[src/rtl/aes_host_if.sv]
// ----------------------------------------------------------------------------
// aes_host_if
//
// Host-side loader/unloader for an AES_ENC or AES_DEC core. The host writes
// 32-bit words that are assembled big-endian into the 128-bit key and data
// blocks. The block then sequences the core's Krdy/Drdy handshake around BSY,
// captures Dout on Dvld and hands the result back as four 32-bit words.
//
// Optional feature (macro AES_HOST_IF_TIMEOUT_EN): abort a RUN that sees no
// aes_dvld within TIMEOUT cycles of aes_drdy and raise a sticky err flag.
// Without the macro there is no counter, err is tied 0 and RUN waits forever.
//
// Ports
//   CLK, RST            clock (rising edge), synchronous active-high reset
//   wr_vld/wr_sel/      host write strobe, 0 = key word / 1 = data word,
//   wr_data/wr_rdy      write word, write accepted when wr_vld && wr_rdy
//   rd_vld/rd_data/     result word valid, result word,
//   rd_ack              host pops the current result word
//   busy                high in any state other than IDLE
//   err                 sticky timeout flag
//   aes_en              core enable, high from the first cycle after reset
//   aes_key/aes_krdy    key to core, one-cycle key-ready pulse
//   aes_din/aes_drdy    data block to core, one-cycle data-ready pulse
//   aes_dout/aes_bsy/   core result, core busy, core result valid
//   aes_dvld
// ----------------------------------------------------------------------------
module aes_host_if #(
    parameter int TIMEOUT = 64,
    parameter int TO_W    = 7
) (
    input  logic         CLK,
    input  logic         RST,
    input  logic         wr_vld,
    input  logic         wr_sel,
    input  logic [31:0]  wr_data,
    output logic         wr_rdy,
    output logic         rd_vld,
    output logic [31:0]  rd_data,
    input  logic         rd_ack,
    output logic         busy,
    output logic         err,
    output logic         aes_en,
    output logic [127:0] aes_key,
    output logic         aes_krdy,
    output logic [127:0] aes_din,
    output logic         aes_drdy,
    input  logic [127:0] aes_dout,
    input  logic         aes_bsy,
    input  logic         aes_dvld
);

    typedef enum logic [2:0] {IDLE, KSET, DSET, RUN, OUT} state_t;

    state_t       state;
    logic [1:0]   kcnt;
    logic [1:0]   dcnt;
    logic [1:0]   rcnt;
    logic [1:0]   rcnt_nxt;
    logic         key_ok;
    logic         krdy_q;     // aes_krdy was high last cycle
    logic [127:0] result;
    logic         wr_fire;
    logic         rd_fire;

    assign wr_rdy   = (state == IDLE) && (!wr_sel || key_ok);
    assign wr_fire  = wr_vld && wr_rdy;
    assign rd_fire  = rd_vld && rd_ack;
    assign rcnt_nxt = rcnt + 2'd1;
    assign busy     = (state != IDLE);

    // The pulses are decoded from state and the live aes_bsy so they fire in
    // the first cycle the core is free: 4th word accepted at N -> pulse at N+1.
    // Drdy is also held off for the cycle right after a Krdy pulse.
    assign aes_krdy = (state == KSET) && !aes_bsy;
    assign aes_drdy = (state == DSET) && !aes_bsy && !krdy_q;

`ifdef AES_HOST_IF_TIMEOUT_EN
    logic [TO_W-1:0] to_cnt;
    logic            err_q;
    assign err = err_q;
`else
    logic unused_cfg;
    assign err        = 1'b0;
    assign unused_cfg = ^{TIMEOUT, TO_W};
`endif

    // Word i of a block lives at [127-32*i -: 32]; {~i, 5'b0} is that LSB.
    // NOTE: all state below uses non-blocking assignments so every register
    // samples the pre-edge values regardless of statement order.
    always_ff @(posedge CLK) begin
        if (RST) begin
            state   <= IDLE;
            kcnt    <= '0;
            dcnt    <= '0;
            rcnt    <= '0;
            key_ok  <= 1'b0;
            krdy_q  <= 1'b0;
            aes_en  <= 1'b0;
            aes_key <= '0;
            aes_din <= '0;
            result  <= '0;
            rd_data <= '0;
            rd_vld  <= 1'b0;
`ifdef AES_HOST_IF_TIMEOUT_EN
            to_cnt  <= '0;
            err_q   <= 1'b0;
`endif
        end else begin
            aes_en <= 1'b1;
            krdy_q <= aes_krdy;
            case (state)
                IDLE: begin
                    if (wr_fire) begin
                        if (!wr_sel) begin
                            aes_key[{~kcnt, 5'b00000} +: 32] <= wr_data;
                            kcnt   <= kcnt + 2'd1;
                            key_ok <= 1'b0;
                            if (kcnt == 2'd3) state <= KSET;
                        end else begin
                            aes_din[{~dcnt, 5'b00000} +: 32] <= wr_data;
                            dcnt <= dcnt + 2'd1;
                            if (dcnt == 2'd3) state <= DSET;
                        end
                    end
                end
                KSET: begin
                    if (aes_krdy) begin
                        key_ok <= 1'b1;
                        state  <= IDLE;
                    end
                end
                DSET: begin
                    if (aes_drdy) begin
                        state <= RUN;
`ifdef AES_HOST_IF_TIMEOUT_EN
                        to_cnt <= '0;
`endif
                    end
                end
                RUN: begin
                    // A result in the same cycle the count expires still wins.
                    if (aes_dvld) begin
                        result  <= aes_dout;
                        rd_data <= aes_dout[127:96];
                        rd_vld  <= 1'b1;
                        rcnt    <= '0;
                        state   <= OUT;
                    end
`ifdef AES_HOST_IF_TIMEOUT_EN
                    else if (to_cnt == TO_W'(TIMEOUT - 1)) begin
                        err_q <= 1'b1;
                        dcnt  <= '0;
                        state <= IDLE;
                    end else begin
                        to_cnt <= to_cnt + TO_W'(1);
                    end
`endif
                end
                OUT: begin
                    if (rd_fire) begin
                        if (rcnt == 2'd3) begin
                            rd_vld <= 1'b0;
                            rcnt   <= '0;
                            state  <= IDLE;
                        end else begin
                            rcnt    <= rcnt_nxt;
                            rd_data <= result[{~rcnt_nxt, 5'b00000} +: 32];
                        end
                    end
                end
                default: state <= IDLE;
            endcase
        end
    end

endmodule

[config.mk]
export PLATFORM = sky130hd
export DESIGN_NAME = aes_host_if
export DESIGN_NICKNAME = d
export VERILOG_FILES = /design/src/rtl/aes_host_if.sv
export SDC_FILE = /design/constraint.sdc
export NUM_CORES = 1
export LEC_CHECK = 0
export BUFFER_PORTS_ARGS = -buffer_cell sky130_fd_sc_hd__buf_2
export CORE_UTILIZATION = 47
export DETAILED_ROUTE_END_ITERATION = 10
export PLACE_DENSITY = 0.76
export SETUP_SLACK_MARGIN = 0.2
export SKIP_CTS_REPAIR_TIMING = 1
export SLEW_MARGIN = 20
export SYNTH_ARGS = -nofsm -noshare
export SYNTH_HDL_FRONTEND = slang
export SYNTH_SLANG_ARGS = --single-unit
[constraint.sdc]
create_clock -name CLK -period 1.87 [get_ports CLK]
set_clock_uncertainty 0.15 [all_clocks]
set_input_delay 0.0935 -clock CLK [delete_from_list [all_inputs] [get_ports CLK]]
set_output_delay 0.0935 -clock CLK [all_outputs]
set_load 0.05 [all_outputs]
== Word level (Yosys, flattened, before mapping) ==
Cells that the tools add are included.

* $add $sub $neg: 5
* Multipliers: 0
* Divide/modulo/power cells: 0
* Order comparisons: 0
* Equality and inequality tests: 17
* Shifts and indexed selects: 5
* Mux-type cells: 29
* Bitwise operators: 4
* Reduce and logical (&&, ||, !) cells: 22

{| class="wikitable"
|+ Operators with widths
! operator !! number
|-
| 128-bit bitwise mux || 2
|-
| 32-bit by 9-bit variable shift with 128-bit output, first input constant || 2
|-
| 32-bit by 9-bit variable part select with 128-bit output || 2
|-
| 128-bit by 8-bit variable part select with 32-bit output || 1
|-
| 32-bit 2-to-1 mux || 3
|-
| 32-bit case mux with 2 select lines || 1
|-
| 3-bit 2-to-1 mux || 9
|-
| 7-bit negation with 9-bit output || 2
|-
| 2-bit != test, second input constant || 8
|-
| 3-bit case mux with 5 select lines || 1
|-
| 4-bit AND reduction || 3
|-
| 3-bit AND reduction || 3
|-
| 8-bit AND reduction || 1
|-
| 1-bit 2-to-1 mux || 7
|-
| 2-bit by 1-bit adder with 2-bit output, second input constant || 3
|-
| 2-bit == test, second input constant || 3
|-
| 3-bit by 2-bit == test with 1-bit output, second input constant || 2
|-
| 1-bit logical AND || 6
|-
| 2-bit 2-to-1 mux || 3
|-
| 3-bit by 2-bit != test with 1-bit output, second input constant || 2
|-
| 2-bit inverter || 3
|-
| 1-bit case mux with 2 select lines || 2
|-
| 2-bit case mux with 2 select lines || 1
|-
| 2-bit nonzero test || 2
|-
| other kinds (8) || 10
|}

* Register bits: 429
* Bits in latches: 0
* Bits in writable memories: 0
* Memory bits (read-only): 0
* Output and inout port bits: 295
* Logic and storage cells: 94
* Memories: 0

== Longest topological paths before layout ==
* Depth in word-level cells: 6
* Gate-level depth with buffers: 8
* Mapped depth without buffers: 6

== Least setup slack after synthesis ==
OpenSTA, ideal clock, no wires.

* Path kind: flip-flop to output port
* Start: register state[0]
* End: output port wr_rdy
* Arrival: 1936 ps
* Setup slack: -309 ps
* Cell stages (with the launch flop): 6
* Path buffers: 2
* Cells stage by stage: dfxtp_1 clkbuf_1 nor3_1 buf_2 inv_1 a21oi_1

* Word-level cells in the longest chain between the ends: 2

{| class="wikitable"
|+ RTL lines
! element !! line !! RTL
|-
| from (decl) || 54 || <nowiki>state_t state;</nowiki>
|-
| from (signal assigned) || 92 || <nowiki>state <= IDLE;</nowiki>
|-
| from (signal assigned) || 118 || <nowiki>if (kcnt == 2'd3) state <= KSET;</nowiki>
|-
| from (signal assigned) || 122 || <nowiki>if (dcnt == 2'd3) state <= DSET;</nowiki>
|-
| 3-bit logical NOT || 65 || <nowiki>assign wr_rdy = (state == IDLE) && (!wr_sel || key_ok);</nowiki>
|-
| 1-bit logical AND || 65 ||
|-
| to (decl) || 36 || <nowiki>output logic wr_rdy,</nowiki>
|}

No other way between the ends.

== Worst setup path after layout ==
* Start: register state[1]
* End: register result[100]

* Word-level cells in the longest chain between the ends: 2

{| class="wikitable"
|+ RTL lines
! element !! line !! RTL
|-
| 3-bit by 2-bit == test with 1-bit output || 111 || <nowiki>case (state)</nowiki>
|-
| 2-bit AND reduction (no source line) || -- ||
|-
| to (signal assigned) || 143 || <nowiki>result <= aes_dout;</nowiki>
|-
| to (decl) || 61 || <nowiki>logic [127:0] result;</nowiki>
|}

No other way between the ends.
A chain may end at the register's enable or synchronous reset.

==> metrics.txt <==
Clock Pin Slew Worst Setup and Hold Paths 0.06 ns; final WL 71800 um; FF-to-FF Start state[1]$_SDFFE_PP0P_; Worst Path Required 2.18 ns; Final #Nets 2849; post-layout minimum cycle time 2.01 ns; CTS tree built; Post-Layout Inst Area 0.0251 mm^2; die area 0.0361 mm^2; grt met2 use 51.9%; Avg Vias per Cell 6.02; CP Cell Sequence buf_4 > and4b_4 > buf_12 > clkbuf_16 > buf_4 > nand2_1 > a21oi_2; outcome complete, but fails checks; initial antenna violation count 1; synth top area cells dfxtp_1 (52%), nand2_1 (13%), a21oi_1 (12%); failing checks negative hold slack, negative setup slack; Crit. End Element flop; I/O pins 462; sequential element share of the synthesized area 51.8%; Yosys cell types 40; Final Hold Fails 2; #FFs+latches synth 429; Worst-Skew Late Latency 0.55 ns; Initial Utilization 47.9%; Placer Congestion 0.853; CTS Root Cell clkbuf_16; max cap viols 0; Hold Path Class input pin to flop; post-synth top area share 51.8%; DP Area 0.0199 mm^2; Critical Path Fanout Max 11; CTS sink cnt 429; first-pass GRT wire length 85500 um; Vias 19000; Tcrit/Tclk final 107%; VDD IR max 734 uV; grt met3 use 6.73%; CP arrival 2.32 ns; unrepaired setup endpoints after global routing true; Core Area 0.0346 mm^2; Worst path slowest cell dfxtp_1; Max-slew headroom 57.4%; hold slack -0.127 ns; Syn. warnings 0; vias in the first global route 15400; CTS buffer count 45; pin count of the biggest net entering global routing 88; crit path from state[1]$_SDFFE_PP0P_; GRT Resource Usage Total 30.2%; DR DRC count 0; setup ws final -0.139 ns; Max stage delay on crit path 0.43 ns; final setup fails 90; Pwr Total 20600 uW; Netlist Area Pre-Place 0.0166 mm^2; post-DP HPWL 38500 um; CP Class flop to flop; Buffers on Ports 460; Initial DRC Count 1975; Layout area overhead 51.1%; layout cells sized above 1 33.4%; Startpoint Class flop; die width 190 um; Die H 190 um; clock buffer depth 3; total power per unit cell area 821 mW/mm^2; Most Crowded Layer GR met2; # rows 68; TritonRoute pass-1 iters 6; min-delay src wr_sel; Avg Inst Size Synth 8.05 um^2; Mapped Nets 2238; routed len/inst 22.7 um; Leak Pwr 0.00985 uW; cell taking the most area after synthesis dfxtp_1; highest clock rate 0.498 GHz; Max Slew Vio Count 0; CP dominant cell by count buf_4; gr ovfl total 0; met1 GRT Util 35.5%; Final ANT Viol Nets 0; Synth Instances 2060; CTS H-Tree Depth 2; Filler Cell Count 2343; worst-margin pin slew 0.638 ns
==> cells in the mapped netlist (all sizes together) <==
master	n
mux4	32
nand2	586
buf	37
o221a	1
o211ai	1
o21a	1
a32oi	1
nand2b	2
or3b	1
inv	7
xnor2	2
nor3b	4
clkbuf	180
o21ai	33
a31oi	33
and4b	2
a21oi	391
o22ai	1
nor4bb	1
and4	1
and3	9
nor2	12
nor4	2
nor2b	1
dfxtp	429
conb	1
a211o	1
o2111a	1
o31ai	1
nor3	4
nand3b	1
nand3	268
nand4b	1
mux2i	1
ha	11
==> per-stage QoR <==
stage	cells	utilization, %	setup WS (ns)	TNS (ns)	hold slack (ns)
after detailed placement	2847	57.3	-0.101	-1.51	0.189
after floorplan	2060	-	-0.0928	-0.123	0.0222
after CTS	2927	61.9	-0.388	-3.88	-0.392
final	3160	72.4	-0.139	-3.14	-0.127
after global placement	2847	57.3	-0.0374	-0.178	0.177
after global routing	3160	72.4	-0.210	-11.74	-0.107
==> final cells by class <==
type	count	area [um^2]	share of cell area, %
Sequential cell	429	8600	34.3
Multi-Input combinational cell	1407	8010	32.0
Timing Repair Buffer	781	6260	25.0
Clock buffer	58	1270	5.05
Tap cell	455	569	2.27
Clock inverter	22	322	1.28
Inverter	7	35.0	0.140
Antenna cell	1	2.50	0.00998
==> cell families after synthesis <==
kind of cell | synth area share (%)
AND/OR/NAND/NOR | 22.9
AO/OA/AOI/OAI | 14.5
flip-flops | 51.8
buffers and inverters | 5.47
multiplexers | 4.40
adder cells (fa/ha/maj) | 0.830
XOR/XNOR | 0.106
other | 0.0226
==> cell usage in the layout (no fill, tap or decap), types with 3 or more instances in the layout <==
cell	count
mux4_2	32
a21oi_2	63
dfxtp_2	4
nor3_4	4
buf_12	41
o21ai_1	20
and3_4	6
buf_6	24
dfxtp_1	422
nand3_1	213
nand3_4	19
buf_4	60
buf_8	7
dlygate4sd3_1	164
o21ai_2	10
clkinv_2	10
dfxtp_4	3
clkbuf_16	72
nand2_2	7
nor3b_4	4
nor2_1	8
o21ai_0	3
ha_1	7
a31oi_1	33
nand2_1	577
inv_1	3
a21oi_1	327
bufinv_16	7
buf_2	458
clkbuf_1	5
nand3_2	36
clkbuf_8	7
==> final timing paths <==
path | end | slack (ns) | depth (start not counted)
max reg2reg | result[100]$_SDFFE_PP0P_ | -0.14 | 7
min reg2reg | aes_key[126]$_SDFFE_PP0P_ | 0.30 | 2
min | state[0]$_SDFFE_PP0P_ | -0.13 | 4
max | result[100]$_SDFFE_PP0P_ | -0.14 | 7
==> registers in the layout, summed over array words and instances (netlist names) <==
register  flops
state         3
dcnt          2
rcnt          2
key_ok        1
aes_en        1
result      128
aes_din     128
rd_data      32
kcnt          2
krdy_q        1
rd_vld        1
aes_key     128
==> power breakdown <==
part | total (uW) | internal, uW | switching [uW]
Combinational | 1790 | 727 | 1070
Sequential | 9220 | 9190 | 32.7
Clock | 9570 | 5770 | 3800
==> worst max-delay path, delay by kind of cell (launching register included) <==
family	cells	cell delay (ns)
buffers and inverters	4	0.66
flip-flops	1	0.43
AND/OR/NAND/NOR	2	0.42
AO/OA/AOI/OAI	1	0.26
==> per-layer routing <==
metal  routed length [um]  part of all wire, %
met1                24000                   33
met2                34700                   48
met3                 7920                   11
met4                 5210                  7.3
met5                    0                    0
(Power assumes the default switching activity.)
